--- src/rtl/mc_pkg.sv ---
// Shared definitions for the multi-cycle MIPS controller: instruction field
// encodings, ALU operation codes, mux select encodings and the FSM state type.
package mc_pkg;

    localparam int unsigned OP_W    = 6;
    localparam int unsigned ALUOP_W = 4;

    // OpCode field values
    localparam logic [OP_W-1:0] OP_RTYPE = 6'b000000;
    localparam logic [OP_W-1:0] OP_J     = 6'b000010;
    localparam logic [OP_W-1:0] OP_JAL   = 6'b000011;
    localparam logic [OP_W-1:0] OP_BEQ   = 6'b000100;
    localparam logic [OP_W-1:0] OP_BNE   = 6'b000101;
    localparam logic [OP_W-1:0] OP_ADDI  = 6'b001000;
    localparam logic [OP_W-1:0] OP_SLTI  = 6'b001010;
    localparam logic [OP_W-1:0] OP_ANDI  = 6'b001100;
    localparam logic [OP_W-1:0] OP_ORI   = 6'b001101;
    localparam logic [OP_W-1:0] OP_XORI  = 6'b001110;
    localparam logic [OP_W-1:0] OP_LW    = 6'b100011;
    localparam logic [OP_W-1:0] OP_SW    = 6'b101011;

    // Func field values for R-type
    localparam logic [OP_W-1:0] FN_SLL = 6'b000000;
    localparam logic [OP_W-1:0] FN_SRL = 6'b000010;
    localparam logic [OP_W-1:0] FN_JR  = 6'b001000;
    localparam logic [OP_W-1:0] FN_ADD = 6'b100000;
    localparam logic [OP_W-1:0] FN_SUB = 6'b100010;
    localparam logic [OP_W-1:0] FN_AND = 6'b100100;
    localparam logic [OP_W-1:0] FN_OR  = 6'b100101;
    localparam logic [OP_W-1:0] FN_XOR = 6'b100110;
    localparam logic [OP_W-1:0] FN_NOR = 6'b100111;
    localparam logic [OP_W-1:0] FN_SLT = 6'b101010;
    localparam logic [OP_W-1:0] FN_SGT = 6'b101011;

    typedef enum logic [ALUOP_W-1:0] {
        ALU_ADD = 4'b0000, ALU_SUB = 4'b0001, ALU_AND = 4'b0010, ALU_OR  = 4'b0011,
        ALU_NOR = 4'b0100, ALU_XOR = 4'b0101, ALU_SLT = 4'b0110, ALU_SGT = 4'b0111,
        ALU_SLL = 4'b1000, ALU_SRL = 4'b1001, ALU_BEQ = 4'b1010, ALU_BNE = 4'b1011,
        ALU_NOP = 4'b1111
    } alu_op_e;

    typedef enum logic [1:0] {
        SRCB_RT = 2'b00, SRCB_FOUR = 2'b01, SRCB_IMM = 2'b10, SRCB_IMM_SH2 = 2'b11
    } alu_src_b_e;

    typedef enum logic [1:0] {
        PCSRC_ALU = 2'b00, PCSRC_ALUOUT = 2'b01, PCSRC_JUMP = 2'b10, PCSRC_RS = 2'b11
    } pc_src_e;

    typedef enum logic [3:0] {
        S_FETCH, S_DECODE, S_EXEC_R, S_EXEC_I, S_ALU_WB, S_MEMADR, S_MEMRD,
        S_MEMWR, S_MEM_WB, S_BRANCH, S_JUMP, S_JR, S_JAL, S_ILLEGAL
    } state_e;

    // States that issue a memory request and may stall on mem_ready
    function automatic logic is_mem_state(input state_e s);
        return (s == S_FETCH) || (s == S_MEMRD) || (s == S_MEMWR);
    endfunction

endpackage

--- src/rtl/mc_alu_op_decode.sv ---
// ALU operation decode for arithmetic/logic/shift instructions.
// Ports:
//   opcode_i  IR[31:26]
//   func_i    IR[5:0]
//   alu_op_o  ALU operation code (NOP when not an ALU instruction)
//   legal_o   1 when opcode/func is a supported R-type or I-type ALU instruction
module mc_alu_op_decode
    import mc_pkg::*;
(
    input  logic [OP_W-1:0]    opcode_i,
    input  logic [OP_W-1:0]    func_i,
    output logic [ALUOP_W-1:0] alu_op_o,
    output logic               legal_o
);

    always_comb begin
        alu_op_o = ALU_NOP;
        legal_o  = 1'b1;
        if (opcode_i == OP_RTYPE) begin
            case (func_i)
                FN_ADD:  alu_op_o = ALU_ADD;
                FN_SUB:  alu_op_o = ALU_SUB;
                FN_AND:  alu_op_o = ALU_AND;
                FN_OR:   alu_op_o = ALU_OR;
                FN_NOR:  alu_op_o = ALU_NOR;
                FN_XOR:  alu_op_o = ALU_XOR;
                FN_SLT:  alu_op_o = ALU_SLT;
                FN_SGT:  alu_op_o = ALU_SGT;
                FN_SLL:  alu_op_o = ALU_SLL;
                FN_SRL:  alu_op_o = ALU_SRL;
                default: legal_o  = 1'b0;
            endcase
        end else begin
            case (opcode_i)
                OP_ADDI: alu_op_o = ALU_ADD;
                OP_ANDI: alu_op_o = ALU_AND;
                OP_ORI:  alu_op_o = ALU_OR;
                OP_XORI: alu_op_o = ALU_XOR;
                OP_SLTI: alu_op_o = ALU_SLT;
                default: legal_o  = 1'b0;
            endcase
        end
    end

endmodule

--- src/rtl/multicycle_controller.sv ---
// Multi-cycle MIPS sequencer: steps each instruction through FETCH/DECODE/
// EXEC/MEM/WB and drives the datapath strobes for the shared ALU, register
// file and unified memory, stalling memory states on mem_ready.
// Ports:
//   clk, rst            clock, synchronous active-high reset
//   OpCode, Func, Zero  instruction fields and ALU equality flag
//   mem_ready           memory completes the current request this cycle
//   PCEn..PCSource      datapath strobes and mux selects
//   instr_done          pulse in the final cycle of each instruction
//   illegal_instr       pulse on an unknown OpCode/Func
//   mem_timeout         pulse when a memory wait exceeds MEM_TIMEOUT
//   cycle_cnt/instr_cnt performance counters, present only with MC_PERF_CNT_EN
// Configuration macro: MC_PERF_CNT_EN adds the performance counters.
module multicycle_controller
    import mc_pkg::*;
#(
    parameter int unsigned MEM_TIMEOUT = 0
`ifdef MC_PERF_CNT_EN
    ,
    parameter int unsigned CNT_W = 32
`endif
) (
    input  logic               clk,
    input  logic               rst,
    input  logic [OP_W-1:0]    OpCode,
    input  logic [OP_W-1:0]    Func,
    input  logic               Zero,
    input  logic               mem_ready,
    output logic               PCEn,
    output logic               IorD,
    output logic               IRWrite,
    output logic               MemRead,
    output logic               MemWrite,
    output logic               MemtoReg,
    output logic               RegDst,
    output logic               RegWrite,
    output logic               JAL,
    output logic               AluSrcA,
    output logic [1:0]         AluSrcB,
    output logic [ALUOP_W-1:0] AluOp,
    output logic [1:0]         PCSource,
    output logic               instr_done,
    output logic               illegal_instr,
    output logic               mem_timeout
`ifdef MC_PERF_CNT_EN
    ,
    output logic [CNT_W-1:0]   cycle_cnt,
    output logic [CNT_W-1:0]   instr_cnt
`endif
);

    localparam int unsigned WAIT_W = (MEM_TIMEOUT > 0) ? $clog2(MEM_TIMEOUT + 1) : 1;

    state_e              state_q, state_d;
    logic [WAIT_W-1:0]   wait_q, wait_d;
    logic [ALUOP_W-1:0]  dec_alu_op;
    logic                dec_legal;
    logic                timeout_hit;

    mc_alu_op_decode u_alu_op_decode (
        .opcode_i (OpCode),
        .func_i   (Func),
        .alu_op_o (dec_alu_op),
        .legal_o  (dec_legal)
    );

    // Wait limit reached in a memory state; only possible when a limit is set
    assign timeout_hit = (MEM_TIMEOUT != 0) && (wait_q == WAIT_W'(MEM_TIMEOUT));

    // Next state and output decode; everything is held idle while rst is high
    always_comb begin
        state_d       = state_q;
        PCEn          = 1'b0;
        IorD          = 1'b0;
        IRWrite       = 1'b0;
        MemRead       = 1'b0;
        MemWrite      = 1'b0;
        MemtoReg      = 1'b0;
        RegDst        = 1'b0;
        RegWrite      = 1'b0;
        JAL           = 1'b0;
        AluSrcA       = 1'b0;
        AluSrcB       = SRCB_RT;
        AluOp         = ALU_NOP;
        PCSource      = PCSRC_ALU;
        instr_done    = 1'b0;
        illegal_instr = 1'b0;
        mem_timeout   = 1'b0;

        if (!rst) begin
            case (state_q)
                S_FETCH: begin
                    MemRead = 1'b1;
                    AluSrcB = SRCB_FOUR;
                    AluOp   = ALU_ADD;
                    // Timeout drops the request; staying in FETCH re-reads the same PC
                    if (timeout_hit) begin
                        MemRead     = 1'b0;
                        mem_timeout = 1'b1;
                    end else if (mem_ready) begin
                        IRWrite = 1'b1;
                        PCEn    = 1'b1;
                        state_d = S_DECODE;
                    end
                end
                S_DECODE: begin
                    AluSrcB = SRCB_IMM_SH2;
                    AluOp   = ALU_ADD;
                    if ((OpCode == OP_RTYPE) && (Func == FN_JR)) begin
                        state_d = S_JR;
                    end else if (dec_legal) begin
                        state_d = (OpCode == OP_RTYPE) ? S_EXEC_R : S_EXEC_I;
                    end else begin
                        case (OpCode)
                            OP_LW, OP_SW:   state_d = S_MEMADR;
                            OP_BEQ, OP_BNE: state_d = S_BRANCH;
                            OP_J:           state_d = S_JUMP;
                            OP_JAL:         state_d = S_JAL;
                            default:        state_d = S_ILLEGAL;
                        endcase
                    end
                end
                S_EXEC_R, S_EXEC_I: begin
                    AluSrcA = 1'b1;
                    AluSrcB = (state_q == S_EXEC_R) ? SRCB_RT : SRCB_IMM;
                    AluOp   = dec_alu_op;
                    state_d = S_ALU_WB;
                end
                S_ALU_WB: begin
                    RegDst     = (OpCode == OP_RTYPE);
                    RegWrite   = 1'b1;
                    instr_done = 1'b1;
                    state_d    = S_FETCH;
                end
                S_MEMADR: begin
                    AluSrcA = 1'b1;
                    AluSrcB = SRCB_IMM;
                    AluOp   = ALU_ADD;
                    state_d = (OpCode == OP_SW) ? S_MEMWR : S_MEMRD;
                end
                S_MEMRD: begin
                    IorD    = 1'b1;
                    MemRead = 1'b1;
                    if (timeout_hit) begin
                        MemRead     = 1'b0;
                        mem_timeout = 1'b1;
                        state_d     = S_FETCH;
                    end else if (mem_ready) begin
                        state_d = S_MEM_WB;
                    end
                end
                S_MEMWR: begin
                    IorD     = 1'b1;
                    MemWrite = 1'b1;
                    if (timeout_hit) begin
                        MemWrite    = 1'b0;
                        mem_timeout = 1'b1;
                        state_d     = S_FETCH;
                    end else if (mem_ready) begin
                        instr_done = 1'b1;
                        state_d    = S_FETCH;
                    end
                end
                S_MEM_WB: begin
                    MemtoReg   = 1'b1;
                    RegWrite   = 1'b1;
                    instr_done = 1'b1;
                    state_d    = S_FETCH;
                end
                S_BRANCH: begin
                    AluSrcA    = 1'b1;
                    AluSrcB    = SRCB_RT;
                    AluOp      = (OpCode == OP_BNE) ? ALU_BNE : ALU_BEQ;
                    PCSource   = PCSRC_ALUOUT;
                    PCEn       = Zero ^ (OpCode == OP_BNE);
                    instr_done = 1'b1;
                    state_d    = S_FETCH;
                end
                S_JUMP, S_JR: begin
                    PCSource   = (state_q == S_JR) ? PCSRC_RS : PCSRC_JUMP;
                    PCEn       = 1'b1;
                    instr_done = 1'b1;
                    state_d    = S_FETCH;
                end
                S_JAL: begin
                    PCSource   = PCSRC_JUMP;
                    PCEn       = 1'b1;
                    RegWrite   = 1'b1;
                    JAL        = 1'b1;
                    instr_done = 1'b1;
                    state_d    = S_FETCH;
                end
                S_ILLEGAL: begin
                    illegal_instr = 1'b1;
                    instr_done    = 1'b1;
                    state_d       = S_FETCH;
                end
                default: state_d = S_FETCH;
            endcase
        end

        // Wait counter: clears on any state change or timeout, saturates at the limit
        wait_d = wait_q;
        if ((state_d != state_q) || timeout_hit) begin
            wait_d = '0;
        end else if (is_mem_state(state_q) && !mem_ready && (wait_q != WAIT_W'(MEM_TIMEOUT))) begin
            wait_d = wait_q + WAIT_W'(1);
        end
    end

    // State register
    always_ff @(posedge clk) begin
        if (rst) begin
            state_q <= S_FETCH;
            wait_q  <= '0;
        end else begin
            state_q <= state_d;
            wait_q  <= wait_d;
        end
    end

`ifdef MC_PERF_CNT_EN
    // Free-running cycle and retired-instruction counters, wrapping
    always_ff @(posedge clk) begin
        if (rst) begin
            cycle_cnt <= '0;
            instr_cnt <= '0;
        end else begin
            cycle_cnt <= cycle_cnt + CNT_W'(1);
            instr_cnt <= instr_cnt + CNT_W'(instr_done);
        end
    end
`endif

endmodule

--- config.mk ---
export PLATFORM = sky130hd
export DESIGN_NAME = multicycle_controller
export DESIGN_NICKNAME = d
export VERILOG_FILES = /design/src/rtl/mc_pkg.sv /design/src/rtl/mc_alu_op_decode.sv /design/src/rtl/multicycle_controller.sv
export SDC_FILE = /design/constraint.sdc
export NUM_CORES = 1
export LEC_CHECK = 0
export CORE_MARGIN = 3
export CORE_UTILIZATION = 25
export DETAILED_ROUTE_END_ITERATION = 16
export RECOVER_POWER = 100
export SYNTH_ARGS = -nofsm -noshare
export SYNTH_HDL_FRONTEND = slang
export SYNTH_SLANG_ARGS = --single-unit
--- constraint.sdc ---
create_clock -name clk -period 6.9 [get_ports clk]
set_input_delay 2.07 -clock clk [delete_from_list [all_inputs] [get_ports clk]]
set_output_delay 2.07 -clock clk [all_outputs]
set_load 0.01 [all_outputs]
# [After elaboration in Yosys (flattened, before gate mapping)]
# Cells that the tools add are included.
# Widths: inputs -> output; s select.
[classes] eq_ne=37 mux=49 bitwise=1 n_reduce_logical=18
[ops] op="$eq 6x6->1 const B" n=10
[ops] op="$pmux 4 s10" n=1
[ops] op="$eq 6x4->1 const B" n=6
[ops] op="$mux 1" n=30
[ops] op="$mux 4" n=7
[ops] op="$eq 4x4->1 const B" n=6
[ops] op="$pmux 4 s6" n=1
[ops] op="$pmux 4 s5" n=1
[ops] op="$eq 6x2->1 const B" n=3
[ops] op="$eq 4x3->1 const B" n=4
[ops] op="$pmux 4 s4" n=1
[ops] op="$eq 6x3->1 const B" n=2
[ops] op="$logic_not 6->1" n=2
[ops] op="$pmux 4 s3" n=1
[ops] op="$reduce_or 2->1" n=6
[ops] op="$reduce_or 10->1" n=1
[ops] op="$reduce_or 3->1" n=3
[ops] op="$eq 4x2->1 const B" n=2
[ops] op="$pmux 2 s4" n=1
[ops] op="$reduce_or 7->1" n=1
[ops] op="$mux 2" n=3
[ops] op="$ne 2x2->1 const B" n=3
[ops] op="$pmux 2 s3" n=1
[ops] op="$reduce_or 5->1" n=1
[ops] op="other kinds (8)" n=8
[word_totals] register_bits=4 inputBits=16 output_inout_bits=21 word_cells=106

# [Longest topological paths before layout]
# Gate-level depths: netlist of the first run.
[depth] ltp_word=7 ltp_mapped=7 ltp_nobuf=5

# [Hierarchy]
# Synthesis of the first run repeated with hierarchy kept, for this count alone.
[unflattened] cells_unflattened=144 area_unflattened_um2=939.7
[by_module_without_submodules] module="multicycle_controller" instances=1 cells_per_inst=113 area_each_um2=709.4 seq_area_each_um2=80.1
[by_module_without_submodules] module="mc_alu_op_decode" instances=1 cells_per_inst=31 area_each_um2=230.2 seq_area_each_um2=0.0

# [Worst setup path before layout of the first run]
# OpenSTA, ideal clock, no wires.
[synth_timing] path_kind="in2out" start="in Func[2]" end="out AluOp[0]" t_arrival_ps=3060 t_required_ps=4830 setup_slack_ps=1770 stages=6 cell_sequence="buf_6 nor3b_1 o21a_1 o21ai_1 nand4_1 a221o_1"
[synth_between] elab_chain_len=5 elab_cells_between_ends=14
[synth_rtl] item="from (decl)" line_no="multicycle_controller.sv:26" text="input logic [OP_W-1:0] Func,"
[synth_rtl] item="$eq 6x2->1, or another cell as far along" line_no="mc_alu_op_decode.sv:20" text="case (func_i)"
[synth_rtl] item="$pmux 4 s10 *" line_no="mc_alu_op_decode.sv:20"
[synth_rtl] item="$mux 4 *" line_no="mc_alu_op_decode.sv:19" text="if (opcode_i == OP_RTYPE) begin"
[synth_rtl] item="$pmux 4 s3 *" line_no="multicycle_controller.sv:91" text="case (state_q)"
[synth_rtl] item="$mux 4 *" line_no="multicycle_controller.sv:90" text="if (!rst) begin"
[synth_rtl] item="to (decl)" line_no="multicycle_controller.sv:40" text="output logic [ALUOP_W-1:0] AluOp,"
# Mark *: on every way between the ends. The rest lies on a longest branch, timed or not.

# [Final worst setup path of the first run]
[layout_timing] start="in OpCode[5]" end="out AluOp[0]"
[layout_between] elab_chain_len=5 elab_cells_between_ends=12
[layout_rtl] item="from (decl)" line_no="multicycle_controller.sv:25" text="input logic [OP_W-1:0] OpCode,"
[layout_rtl] item="$eq 6x4->1" line_no="mc_alu_op_decode.sv:34" text="case (opcode_i)"
[layout_rtl] item="$pmux 4 s5" line_no="mc_alu_op_decode.sv:34"
[layout_rtl] item="$mux 4" line_no="mc_alu_op_decode.sv:19"
[layout_rtl] item="$pmux 4 s3 *" line_no="multicycle_controller.sv:91"
[layout_rtl] item="$mux 4 *" line_no="multicycle_controller.sv:90"
# Marked as above.

==> run_results.csv, run 1 <==
group,metric,value,unit
final_layout,final_util,36.6,%
sta,clock_skew,1.16,ps
floorplan,dieArea,4460,um2
cts,root_buffer,"clkbuf_8",
synth,synth_ff_type,"dfxtp_1",
synth,synth_nets,158,
global_routing,grt_antenna_before_repair,0,
place,gp_congestion,0.880,
sta,period_share,95.0,%
cts,clock_path_buffers,2,
final_layout,syn_to_final_growth,36.4,%
sta,hold_viol,0,
global_routing,grt_pass1_vias,955,
critical_path,critPathKind,"input port to primary output",
cts,post-cts-setup-buffer-count,0,
cts,clock_latency,210,ps
hold_path,hold_class,"flop to flop",
floorplan,num_rows,21,
sta,fmax,153,MHz
pwr,max-vdd-ir-drop,48.5,uV
cts,cts_hold_buf,0,
cts,cts_resized,0,
floorplan,core_area,3440,um2
critical_path,cp.required,4830,ps
final_layout,drive_above_1_share,6.59,%
global_routing,grt_overflow,0,
final_layout,reg_top3,"state_q x4",
critical_path,rr_worst_depth,5,
pwr,leakage,0.000453,uW
pwr,combinationalPowerShare,61.6,%
sta,fin_tns_setup,0,ps
synth,syn_inst,142,
detailed_routing,wl_per_cell,12.7,um
sta,worst_pin_slew,780,ps
synth,synth_edf_count,0,
critical_path,cp.arrival,4480,ps
synth,seq_area_frac_synth,8.66,%
critical_path,crit_path_max_incr_delay,680,ps
final_layout,antenna_cells,0,
run_status,run_status,"finished clean",
detailed_routing,dr.first_iter.drc_count,58,
pwr,swShare,44.4,%
detailed_routing,via_per_inst,5.18,
pwr,p_int,151,uW
cts,clk_pin_slew_worst_paths,30,ps
critical_path,worstPathCellList,"clkdlybuf4s50_1 > nor3_1 > a21boi_0 > nand4_1 > a221o_1 > clkdlybuf4s50_1",
critical_path,path_max_fanout,7,
cts,cts_made_buffers,3,
place,dp_hpwl,2110,um
critical_path,path_common_cell,"clkdlybuf4s50_1",
critical_path,crit_path_start_kind,"input port",
cts,h-tree-depth,1,
pwr,clock_power_share,17.7,%
synth,synth_seq_cells,4,
global_routing,track_usage,11.5,%
hold_path,holdPathStages,2,
sta,setup_viol,0,
critical_path,critPathLaunch,"OpCode[5]",
floorplan,dieHeight,66.8,um
final_layout,nNetsFinal,185,
final_layout,largest_reg_flops,4,
sta,post-route-min-period,6550,ps
detailed_routing,wl,2700,um
synth,synth_cell_type_count,51,
floorplan,initial_core_util,26.9,%
synth,avgSynthCellArea,6.51,um2
sta,slew_violations,0,
final_layout,top_register,"state_q",
pwr,pwr-share-seq,20.7,%
cts,clkSinkCount,4,
synth,ys_async_sr_fraction,0,%
pwr,pwr_density_cell,215,nW/um2
detailed_routing,dr_total_vias,1104,
detailed_routing,drt-pass1-iter-count,4,
synth,synth_area,925,um2
synth,yosysWarningCount,0,
detailed_routing,post-route-drc-count,0,
detailed_routing,ant_nets,0,
critical_path,critPathCaptureType,"primary output",
hold_path,min-delay-start,"state_q[1]$_SDFFE_PP0P_",
run,max_cap_violations,0,
global_routing,grt_max_degree,19,
sta,rsz0062_at_grt,"no",
pwr,switchingPower,121,uW
global_routing,grt_pass1_wl,4240,um
place,portBuffers,35,
sta,max_slew_margin,47.6,%
cts,cts_tree,"done",
critical_path,rr_startpoint,"state_q[2]$_SDFFE_PP0P_",
critical_path,slowest_stage,"nor3_1",
floorplan,io-pin-count,37,
floorplan,dieWidth,66.8,um
## worst paths after layout
kind / end / slack [ps]
worst max-delay path: AluOp[0] / 350
worst min-delay path: state_q[3]$_SDFFE_PP0P_ / 690
worst max register to register: state_q[3]$_SDFFE_PP0P_ / 5220
worst min register to register: state_q[3]$_SDFFE_PP0P_ / 690
## critical path, delay by kind of cell
kind                   cells  cell delay [ps]
AND/OR/NAND/NOR            2              820
buffers and inverters      2              950
AO/OA/AOI/OAI              2              650
## kinds of logic after synthesis
| family | after synthesis | synth area share [%] |
|---|---|---|
| AO/OA/AOI/OAI | 34 | 26.4 |
| XOR/XNOR | 1 | 0.947 |
| adder cells (fa/ha/maj) | 1 | 1.22 |
| buffers and inverters | 15 | 10.8 |
| flip-flops | 4 | 8.66 |
| other | 1 | 0.406 |
| AND/OR/NAND/NOR | 86 | 51.6 |
## per-stage QoR
step	instance area, um2	hold slack (ps)	cells	setup slack [ps]	power, uW
floorplan	925	610	142	1770	167
global placement	1240	672	210	637	228
detailed placement	1240	686	210	548	229
CTS	1280	686	213	556	278
global route	1260	740	213	249	295
finish	1260	686	213	346	272
## Yosys cell counts (2+ instances only)
master,count,area share (%)
or2_1,3,2.0
nand2_1,17,6.9
o22ai_1,3,2.0
clkbuf_1,4,1.6
nor3_1,11,6.0
buf_6,3,3.7
nor4_1,4,2.7
dfxtp_1,4,8.7
nand2b_1,4,2.7
o21ai_0,6,3.2
clkbuf_2,2,1.1
a21oi_1,4,2.2
buf_4,2,1.6
nand4b_1,2,1.9
nor2_1,21,8.5
nand3_1,4,2.2
a22oi_1,2,1.6
nor3b_1,6,4.9
inv_1,2,0.81
o21ai_1,2,1.1
nor2b_1,4,2.7
o31ai_1,3,2.4
## per-layer routing
layer,GRT usage (%),share of wire (%)
met1,15.6,46
met2,19.8,47
met3,1.01,6.2
met4,1.78,0.37
met5,0,0
## layout by cell type (no fill, tap or decap), types with 2 or more instances in the layout
cell type / instances
a21oi_1: 4
a22oi_1: 2
clkbuf_8: 3
clkdlybuf4s50_1: 20
dfxtp_1: 4
dlygate4sd3_1: 15
inv_1: 2
nand2_1: 17
nand2b_1: 4
nand3_1: 4
nand4b_1: 2
nor2_1: 21
nor2b_1: 4
nor3_1: 12
nor3b_1: 6
nor4_1: 5
o21ai_0: 6
o21ai_1: 2
o22ai_1: 3
o31ai_1: 3
or2_1: 3
## power groups by stage
stage               clock network [uW]  logic (uW)  registers, uW
finish                            48.1         167           56.2
detailed placement                   0         173           56.1
global route                      50.0         185           60.0
CTS                               48.8         174           55.8
global placement                     0         172           56.0
floorplan                            0         131           35.5
## area by class of cell
type | count | area (um2)
timing repair buffer | 35 | 350
sequential | 4 | 80.1
inverter | 2 | 7.51
multi-input combinational | 123 | 724
clock buffer | 3 | 41.3
tap | 46 | 57.6
fill | 372 | 2180
(Power assumes the default switching activity.)
==> run 2, diff against run 1 <==
--- a/config.mk
+++ b/config.mk
@@ -6,8 +6,10 @@
 export NUM_CORES = 1
 export LEC_CHECK = 0
+export CAP_MARGIN = 10
 export CORE_MARGIN = 3
 export CORE_UTILIZATION = 25
 export DETAILED_ROUTE_END_ITERATION = 16
 export RECOVER_POWER = 100
+export SLEW_MARGIN = 10
 export SYNTH_ARGS = -nofsm -noshare
 export SYNTH_HDL_FRONTEND = slang
==> constraint.sdc (replaced) <==
create_clock -name clk -period 6.9 [get_ports clk]
set_input_delay 2.07 -clock clk [delete_from_list [all_inputs] [get_ports clk]]
set_output_delay 2.07 -clock clk [all_outputs]
set_load 0.005 [all_outputs]
==> run_results.csv, run 2 (synthesis gave the netlist of run 1 again) <==
group,metric,value,unit
sta,hold_slack,669,ps
critical_path,rr_worst_depth,5,
global_routing,track_usage,12.1,%
sta,period_share,93.5,%
final_layout,drive_above_1_share,6.59,%
global_routing,grt_pass1_vias,965,
global_routing,grt_antenna_before_repair,0,
sta,setup_viol,0,
final_layout,nNetsFinal,185,
sta,fin_tns_setup,0,ps
detailed_routing,drt-pass1-iter-count,4,
place,portBuffers,35,
sta,post-route-min-period,6450,ps
pwr,leakage,0.000453,uW
cts,cts_tree,"done",
detailed_routing,dr_total_vias,1101,
detailed_routing,wl,2670,um
cts,root_buffer,"clkbuf_8",
critical_path,critPathKind,"input port to primary output",
final_layout,syn_to_final_growth,36.4,%
pwr,total_power,262,uW
detailed_routing,ant_nets,0,
final_layout,fillers,363,
sta,slew_violations,0,
critical_path,cp.arrival,4380,ps
sta,rsz0062_at_grt,"no",
cts,clock_latency,210,ps
final_layout,finalNonFillerCells,213,
cts,h-tree-depth,1,
cts,post-cts-setup-buffer-count,0,
detailed_routing,dr.first_iter.drc_count,77,
final_layout,antenna_cells,0,
critical_path,cp.required,4830,ps
final_layout,reg_top3,"state_q x4",
final_layout,top_register,"state_q",
floorplan,num_rows,21,
place,gp_congestion,0.878,
pwr,max-vdd-ir-drop,48.5,uV
detailed_routing,wl_per_cell,12.5,um
hold_path,holdPathStages,2,
critical_path,path_max_fanout,7,
pwr,pwr_density_cell,207,nW/um2
global_routing,grt_max_degree,19,
sta,hold_viol,0,
global_routing,grt_pass1_wl,4350,um
cts,clkSinkCount,4,
floorplan,dieWidth,66.8,um
floorplan,io-pin-count,37,
floorplan,dieArea,4460,um2
sta,fmax,155,MHz
critical_path,critPathCaptureType,"primary output",
hold_path,hold_class,"flop to flop",
run_status,run_status,"finished clean",
run,max_cap_violations,0,
cts,clock_path_buffers,2,
final_layout,layout_commonest_cell,"nor2_1",
global_routing,grt_overflow,0,
floorplan,initial_core_util,26.9,%
floorplan,core_area,3440,um2
cts,cts_resized,0,
final_layout,largest_reg_flops,4,
sta,clock_skew,0.765,ps
cts,clk_pin_slew_worst_paths,30,ps
detailed_routing,via_per_inst,5.17,
cts,cts_hold_buf,0,
sta,worst_pin_slew,773,ps
sta,max_slew_margin,48.0,%
place,dp_hpwl,2090,um
floorplan,dieHeight,66.8,um
final_layout,final_cell_mix,"nor2_1, clkdlybuf4s50_1, nand2_1, dlygate4sd3_1, nor3_1",
detailed_routing,post-route-drc-count,0,
critical_path,crit_path_start_kind,"input port",
cts,cts_made_buffers,3,
place,dp.cells,210,
-- run 2: report_power, final --
part / switching [uW] / internal [uW]
registers: 25.8 / 30.2
clock network: 10.5 / 37.0
logic: 74.8 / 83.2
-- run 2: stage by stage --
stage / instance area [um2] / setup slack, ps / utilization, %
4_1_cts: 1280 / 625 / 37.2
3_5_place_dp: 1240 / 622 / 36.0
2_1_floorplan: 925 / 1800 / -
3_3_place_gp: 1240 / 671 / 36.0
6_report: 1260 / 450 / 36.6
5_1_grt: 1260 / 279 / 36.6
-- run 2: worst paths after layout --
kind	endpoint	start	slack (ps)
worst max-delay path	PCEn	OpCode[5]	450
worst min register to register	state_q[3]$_SDFFE_PP0P_	state_q[1]$_SDFFE_PP0P_	670
worst min-delay path	state_q[3]$_SDFFE_PP0P_	state_q[1]$_SDFFE_PP0P_	670
worst max register to register	state_q[3]$_SDFFE_PP0P_	state_q[2]$_SDFFE_PP0P_	5220
-- run 2: layer usage --
layer  up-vias  track usage (%)  part of all wire [%]
li1        564                -                     -
met1       494             15.9                    46
met2        43             20.8                    46
met3         0             2.19                   8.0
met4         0             1.52                     0
met5         -                0                     0
-- run 2: worst max-delay path, cell delays in order --
cell and delay [ps]:
clkdlybuf4s50_1 460, nor3_1 670, and3_2 350, xnor2_1 80
o41ai_2 210, clkdlybuf4s50_1 550
-- run 2: layout make-up --
type	count	area (um2)	share of cell area, %
Sequential cell	4	80.1	6.35
Clock buffer	3	41.3	3.27
Inverter	2	7.51	0.595
Multi-Input combinational cell	123	724	57.4
Tap cell	46	57.6	4.56
Timing Repair Buffer	35	350	27.8
